$ cat src/rtl/output_pipeline.sv
// -----------------------------------------------------------------------------
// output_pipeline
//   Final stage of the histogram equalizer. Reads the original image back from
//   m3 as 128-bit words of 16 x 8-bit pixels. Maps each pixel through the
//   equalization LUT in scratchpad m2. Repacks the mapped pixels and writes each
//   completed word to the output memory m4.
//
//   Optional feature macro: OUTPUT_TAG_CHECK_EN
//     When it is defined, a LUT entry whose tag m2ReadBus[35:20] differs from
//     LUT_TAG maps its pixel to 8'h00 and sets the sticky tag_error flag.
//     When it is undefined, m2ReadBus[7:0] is used as-is and tag_error is tied 0.
//
// Ports
//   clock            system clock; all state changes on the rising edge
//   rst_n            asynchronous active-low reset
//   start            level enable; low returns to idle and clears all state
//   outputBaseOffset frame buffer select, the MSB of the m3 and m4 addresses
//   m3ReadAddr       {outputBaseOffset, wordCnt}; combinational
//   m3ReadBus        image word, valid one cycle after its address
//   m2ReadAddr       {8'h00, current pixel}; combinational
//   m2ReadBus        LUT entry: [35:20] tag, [7:0] mapped value; 1-cycle latency
//   m4WriteAddr      address of the completed word; registered
//   m4WriteBus       packed mapped word; registered
//   m4WE             one-cycle write strobe
//   output_done      registered; high once the last word has been written
//   tag_error        sticky LUT tag mismatch flag
// -----------------------------------------------------------------------------
module output_pipeline #(
  parameter logic [14:0] ADDRESS_OF_LAST = 15'd3,
  parameter logic [15:0] LUT_TAG         = 16'hAAAA
) (
  input  logic         clock,
  input  logic         rst_n,
  input  logic         start,
  input  logic         outputBaseOffset,
  output logic [15:0]  m3ReadAddr,
  input  logic [127:0] m3ReadBus,
  output logic [15:0]  m2ReadAddr,
  input  logic [35:0]  m2ReadBus,
  output logic [15:0]  m4WriteAddr,
  output logic [127:0] m4WriteBus,
  output logic         m4WE,
  output logic         output_done,
  output logic         tag_error
);

  typedef enum logic [2:0] {
    ST_IDLE,
    ST_FETCH,
    ST_WAIT,
    ST_MAP,
    ST_DRAIN,
    ST_DONE
  } state_t;

  state_t        state;
  logic [14:0]   wordCnt;
  logic [3:0]    lane;
  logic [127:0]  wordReg;
  logic [127:0]  packReg;
  logic [3:0]    laneD;
  logic          validD;
  logic [14:0]   wordD;      // word index that belongs to the returning LUT data
  logic          drainCnt;
  logic [7:0]    mapped;

  assign m3ReadAddr = {outputBaseOffset, wordCnt};
  assign m2ReadAddr = {8'h00, wordReg[8*lane +: 8]};

`ifdef OUTPUT_TAG_CHECK_EN
  logic tag_ok;
  assign tag_ok = (m2ReadBus[35:20] == LUT_TAG);

  always_comb begin
    mapped = m2ReadBus[7:0];
    if (!tag_ok) mapped = '0;
  end

  always_ff @(posedge clock or negedge rst_n) begin
    if (!rst_n)
      tag_error <= 1'b0;
    else if (!start)
      tag_error <= 1'b0;
    else if (validD && !tag_ok)
      tag_error <= 1'b1;
  end
`else
  logic unused_tag;
  assign unused_tag = ^{m2ReadBus[35:8], LUT_TAG};
  assign mapped     = m2ReadBus[7:0];
  assign tag_error  = 1'b0;
`endif

  always_ff @(posedge clock or negedge rst_n) begin
    if (!rst_n) begin
      state       <= ST_IDLE;
      wordCnt     <= '0;
      lane        <= '0;
      wordReg     <= '0;
      packReg     <= '0;
      laneD       <= '0;
      validD      <= 1'b0;
      wordD       <= '0;
      drainCnt    <= 1'b0;
      m4WE        <= 1'b0;
      m4WriteAddr <= '0;
      m4WriteBus  <= '0;
      output_done <= 1'b0;
    end else if (!start) begin
      state       <= ST_IDLE;
      wordCnt     <= '0;
      lane        <= '0;
      wordReg     <= '0;
      packReg     <= '0;
      laneD       <= '0;
      validD      <= 1'b0;
      wordD       <= '0;
      drainCnt    <= 1'b0;
      m4WE        <= 1'b0;
      m4WriteAddr <= '0;
      m4WriteBus  <= '0;
      output_done <= 1'b0;
    end else begin
      m4WE   <= 1'b0;
      // Lane, valid and word index trail the LUT address by one cycle so they
      // line up with the data coming back on m2ReadBus.
      validD <= (state == ST_MAP);
      laneD  <= lane;
      wordD  <= wordCnt;

      if (validD) begin
        packReg[8*laneD +: 8] <= mapped;
        // Lane 15 merges straight from the bus. The next word's FETCH/WAIT runs
        // in parallel, so wordD rather than wordCnt gives the write address.
        if (laneD == 4'd15) begin
          m4WriteBus  <= {mapped, packReg[119:0]};
          m4WriteAddr <= {outputBaseOffset, wordD};
          m4WE        <= 1'b1;
        end
      end

      case (state)
        ST_IDLE:  state <= ST_FETCH;
        ST_FETCH: state <= ST_WAIT;
        ST_WAIT: begin
          wordReg <= m3ReadBus;
          lane    <= '0;
          state   <= ST_MAP;
        end
        ST_MAP: begin
          lane <= lane + 4'd1;
          if (lane == 4'd15) begin
            if (wordCnt == ADDRESS_OF_LAST) begin
              drainCnt <= 1'b0;
              state    <= ST_DRAIN;
            end else begin
              wordCnt <= wordCnt + 15'd1;
              state   <= ST_FETCH;
            end
          end
        end
        ST_DRAIN: begin
          drainCnt <= 1'b1;
          if (drainCnt) begin
            output_done <= 1'b1;
            state       <= ST_DONE;
          end
        end
        ST_DONE:  output_done <= 1'b1;
        default:  state <= ST_IDLE;
      endcase
    end
  end

endmodule

$ cat config.mk
export PLATFORM = sky130hd
export DESIGN_NAME = output_pipeline
export DESIGN_NICKNAME = d
export VERILOG_FILES = /design/src/rtl/output_pipeline.sv
export SDC_FILE = /design/constraint.sdc
export NUM_CORES = 1
export LEC_CHECK = 0
export CORE_ASPECT_RATIO = 0.7
export CORE_MARGIN = 3
export CORE_UTILIZATION = 30
export CTS_CLUSTER_DIAMETER = 100
export CTS_CLUSTER_SIZE = 14
export DETAILED_ROUTE_END_ITERATION = 10
export PLACE_DENSITY = 0.48
export SLEW_MARGIN = 40
export SYNTH_ARGS = -nofsm -noshare
export SYNTH_HDL_FRONTEND = slang
export SYNTH_SLANG_ARGS = --single-unit
$ cat constraint.sdc
create_clock -name clock -period 2.8 [get_ports clock]
set_clock_uncertainty 0.15 [all_clocks]
set_input_delay 0.56 -clock clock [delete_from_list [all_inputs] [get_ports clock]]
set_output_delay 0.56 -clock clock [all_outputs]
set_load 0.1 [all_outputs]
==> key figures <==
Worst setup path
  – CP arrival: between 2 and 2.5 ns
  – Cell family with most CP delay: multiplexers
  – Highest-delay cell along the critical path: mux4_2
  – Critical Path Start Type: register
  – Critical path cell sequence: buf_4 -> buf_12 -> mux4_2 -> a211oi_2 -> a21oi_4 -> buf_12
  – Critical-path maximum fanout: 7
  – Most common cell on crit path: buf_12
  – Setup crit end kind: output port
  – Largest stage delay on the critical path: between 0.5 and 0.6 ns
  – Setup CP Type: reg2out
  – CP required: 2.09 ns
  – Buffers plus inverters on the worst setup path: 3

Detailed routing
  – DRC: 0
  – ANT nets after route: 0
  – Drt via density: about 5.2
  – Vias: about 13k
  – 1st-pass router iterations: 5
  – Initial DRC count: about 1.1k
  – Final Routed Wirelength: ~58,000 um
  – Avg WL per Cell: ~23 um

STA
  – Slew headroom: 0.543
  – Fin crit share: 1.13
  – Final hold slack: between 0.3 and 0.4 ns
  – Fin. max-slew vios: 0
  – Final setup fails: 8
  – Final-report hold violation count: 0
  – Setup TNS: -2.72 ns
  – RSZ-0062 raised after global routing: true
  – Max Clock Freq: between 300 and 400 MHz
  – Worst-Margin Slew: 0.686 ns
  – Final worst setup slack: -0.368 ns
  – Fin crit period: ~3.2 ns

GRT
  – Pin count of the biggest net entering global routing: between 100 and 150
  – Global route overflow: 0
  – Number of global-route vias before repair: 13.5k
  – First-pass GRT wire length: about 87,000 um
  – Gr usage total: 0.185
  – Initial antenna violation count: 0

Cells and area
  – Layout Cells excl Fill: 2,536
  – FF/Latch Area: ~11,000 sq um
  – Syn-to-layout area delta: 29.8%
  – Layout Nets: 1,956
  – Layout cell share with drive strength beyond 1: 0.201
  – Multi-input gate area: about 6400 sq um
  – Fill cell count: between 5k and 6k
  – Post-route cell area: between 20,000 and 25,000 sq um
  – Diode count: 0

Placed design
  – Port buffer count: 309
  – Post-DP HPWL: between 30,000 and 40,000 um
  – Area after DPL: between 20,000 and 25,000 sq um
  – Gpl congestion: between 0.7 and 0.8
  – Placed Instances: between 2k and 2.5k

Synthesis
  – Synth warnings: 0
  – Synth unique cells: between 50 and 60
  – Flop and latch count out of synthesis: around 440
  – Cell area after synthesis: 17,600 sq um
  – Synthesized instance count: ~1.5k
  – Synth async-reset ratio: 1.00
  – Synth Flop Type: dfrtp_1
  – Post-synth EDFFs: 0
  – Avg Cell Area, Syn: around 12 sq um
  – Area leader, netlist: dfrtp_1
  – Sequential element share of the synthesized area: 0.620
  – Ranking of synthesized cells by area: dfrtp_1, a22o_1, nand2_1
  – Yosys top cell area share: 0.620

Clock network
  – Clock Sinks: between 400 and 500
  – Clk Latency, worst-skew pair: 0.55 ns
  – H-tree depth: 2
  – CTS tree: done
  – Clock slew seen by the registers of the worst setup and hold paths: approximately 0.070 ns
  – Root Driver: clkbuf_16
  – Num CTS Buffers: 37
  – Longest Clk Path Bufs: 3

Run status
  – Outcome: finished, violations left
  – Violated checks: negative setup slack

Floorplanning
  – # rows: between 70 and 80
  – Core ar.: approximately 57,000 sq um
  – Die Area: roughly 62,000 sq um
  – Die Y: around 210 um
  – IO Count: 347
  – Die W: between 200 and 300 um
  – Initial core utilization: 0.307

Pwr
  – Sw frac: 0.255
  – Gate power share: 0.105
  – Internal power: between 9 and 10 mW
  – Clock network power share: 0.380
  – PD cells: approximately 550 nW/um^2
  – Leak: between 10 and 15 nW
  – Sequential power share: 0.515
  – NetSw: about 3.2 mW
  – Max IR drop VDD: ~0.32 mV
  – Total power: around 13 mW

Run
  – Max cap viols: 0

Hold path
  – Worst hold path class: reg2reg
-- placed cells by master, fill, tap and decap left out, drive strengths merged, types with 2 or more instances in the layout --
cell	synthesis	layout
mux2i	9	9
dfrtp	437	437
and3	2	2
nand3b	3	3
a211oi	9	9
nand2	275	275
o21ai	9	9
a31oi	3	3
nor4	6	6
clkbuf	94	43
conb	1	9
buf	36	237
a21oi	146	146
or2	3	3
a22o	248	248
clkdlybuf4s50	0	138
o31a	7	7
and4	2	2
ha	5	5
inv	8	9
mux4	32	32
nand4	3	3
a32o	16	16
nor2b	12	12
and2	25	25
mux2	3	3
xnor2	6	6
o21a	4	4
nand2b	6	6
or4	8	8
nor3	9	9
nand3	12	12
nor2	34	34
-- cell families after synthesis --
kind of cell | after synthesis | share of synthesized area
DFF | 437 | 0.620
AOI/OAI and AO/OA | 450 | 0.190
adders and majority gates | 5 | 0.00355
buffers and inverters | 138 | 0.0331
and+or+nand+nor | 405 | 0.101
other | 1 | 0.000213
muxes | 44 | 0.0479
xor gates and xnor gates | 7 | 0.00348
-- flip-flops by register name, summed over array words and instances (netlist names), 3 cells and up --
register / count
lane: 4
laneD: 4
m4WriteAddr: 16
m4WriteBus: 128
packReg: 120
state: 3
wordCnt: 15
wordD: 15
wordReg: 128
-- final timing paths --
check	start	to	slack, ns	depth (start not counted)
hold / removal	wordD[3]$_DFF_PN0_	m4WriteAddr[3]$_DFFE_PN0P_	0.32	1
min in group asynchronous	rst_n	wordCnt[5]$_DFFE_PN0P_	0.37	2
setup reg to reg	lane[0]$_DFFE_PN0P_	wordCnt[14]$_DFFE_PN0P_	0.15	7
max in group asynchronous	rst_n	m4WriteBus[123]$_DFFE_PN0P_	1.26	4
hold reg to reg	wordD[3]$_DFF_PN0_	m4WriteAddr[3]$_DFFE_PN0P_	0.32	1
setup / recovery	lane[0]$_DFFE_PN0P_	m2ReadAddr[1]	-0.37	6
-- layout make-up --
type / count / share of cell area
timing repair buffer: 379 / 0.156
multi-input combinational: 920 / 0.280
tap: 750 / 0.0410
sequential: 437 / 0.478
clock inverter: 2 / 0.00109
inverter: 8 / 0.00142
clock buffer: 40 / 0.0428
-- cells in the mapped netlist, drive strengths merged, types with 4 or more instances --
| master | count |
|---|---|
| dfrtp | 437 |
| nand2 | 275 |
| a22o | 248 |
| a21oi | 146 |
| clkbuf | 94 |
| buf | 36 |
| nor2 | 34 |
| mux4 | 32 |
| and2 | 25 |
| a32o | 16 |
| nand3 | 12 |
| nor2b | 12 |
| a211oi | 9 |
| mux2i | 9 |
| nor3 | 9 |
| o21ai | 9 |
| inv | 8 |
| or4 | 8 |
| o31a | 7 |
| nand2b | 6 |
| nor4 | 6 |
| xnor2 | 6 |
| ha | 5 |
| o21a | 4 |
-- layer usage --
| layer | routed length (um) | GRT usage |
|---|---|---|
| met1 | 29200 | 0.290 |
| met2 | 24100 | 0.259 |
| met3 | 3740 | 0.0396 |
| met4 | 905 | 0.0364 |
| met5 | 0 | 0 |
-- power by group through the flow --
stage	logic, mW	registers, mW	clock network, mW
2_1_floorplan	0.655	6.60	0
3_3_place_gp	1.29	6.63	0
3_5_place_dp	1.30	6.63	0
4_1_cts	1.32	6.51	4.96
5_1_grt	1.45	6.53	5.19
6_report	1.33	6.51	4.80
-- timing repair --
| item | in CTS | in global routing |
|---|---|---|
| pin swaps | 1 | 1 |
| hold buffers | 1 | 0 |
| setup buffers | 3 | 3 |
| endpoints found under the hold margin | 35 | 0 |
| resized for setup | 17 | 9 |
| endpoints found under the setup margin | 8 | 36 |
| gates cloned | 0 | 3 |
-- per-stage QoR --
step,worst slack (ns),utilization
2_1_floorplan,0.0221,-
3_3_place_gp,0.0845,0.376
3_5_place_dp,0.0200,0.376
4_1_cts,-0.373,0.396
5_1_grt,-0.429,0.398
6_report,-0.368,0.398
Note: power is estimated with default switching activity, not from simulation.
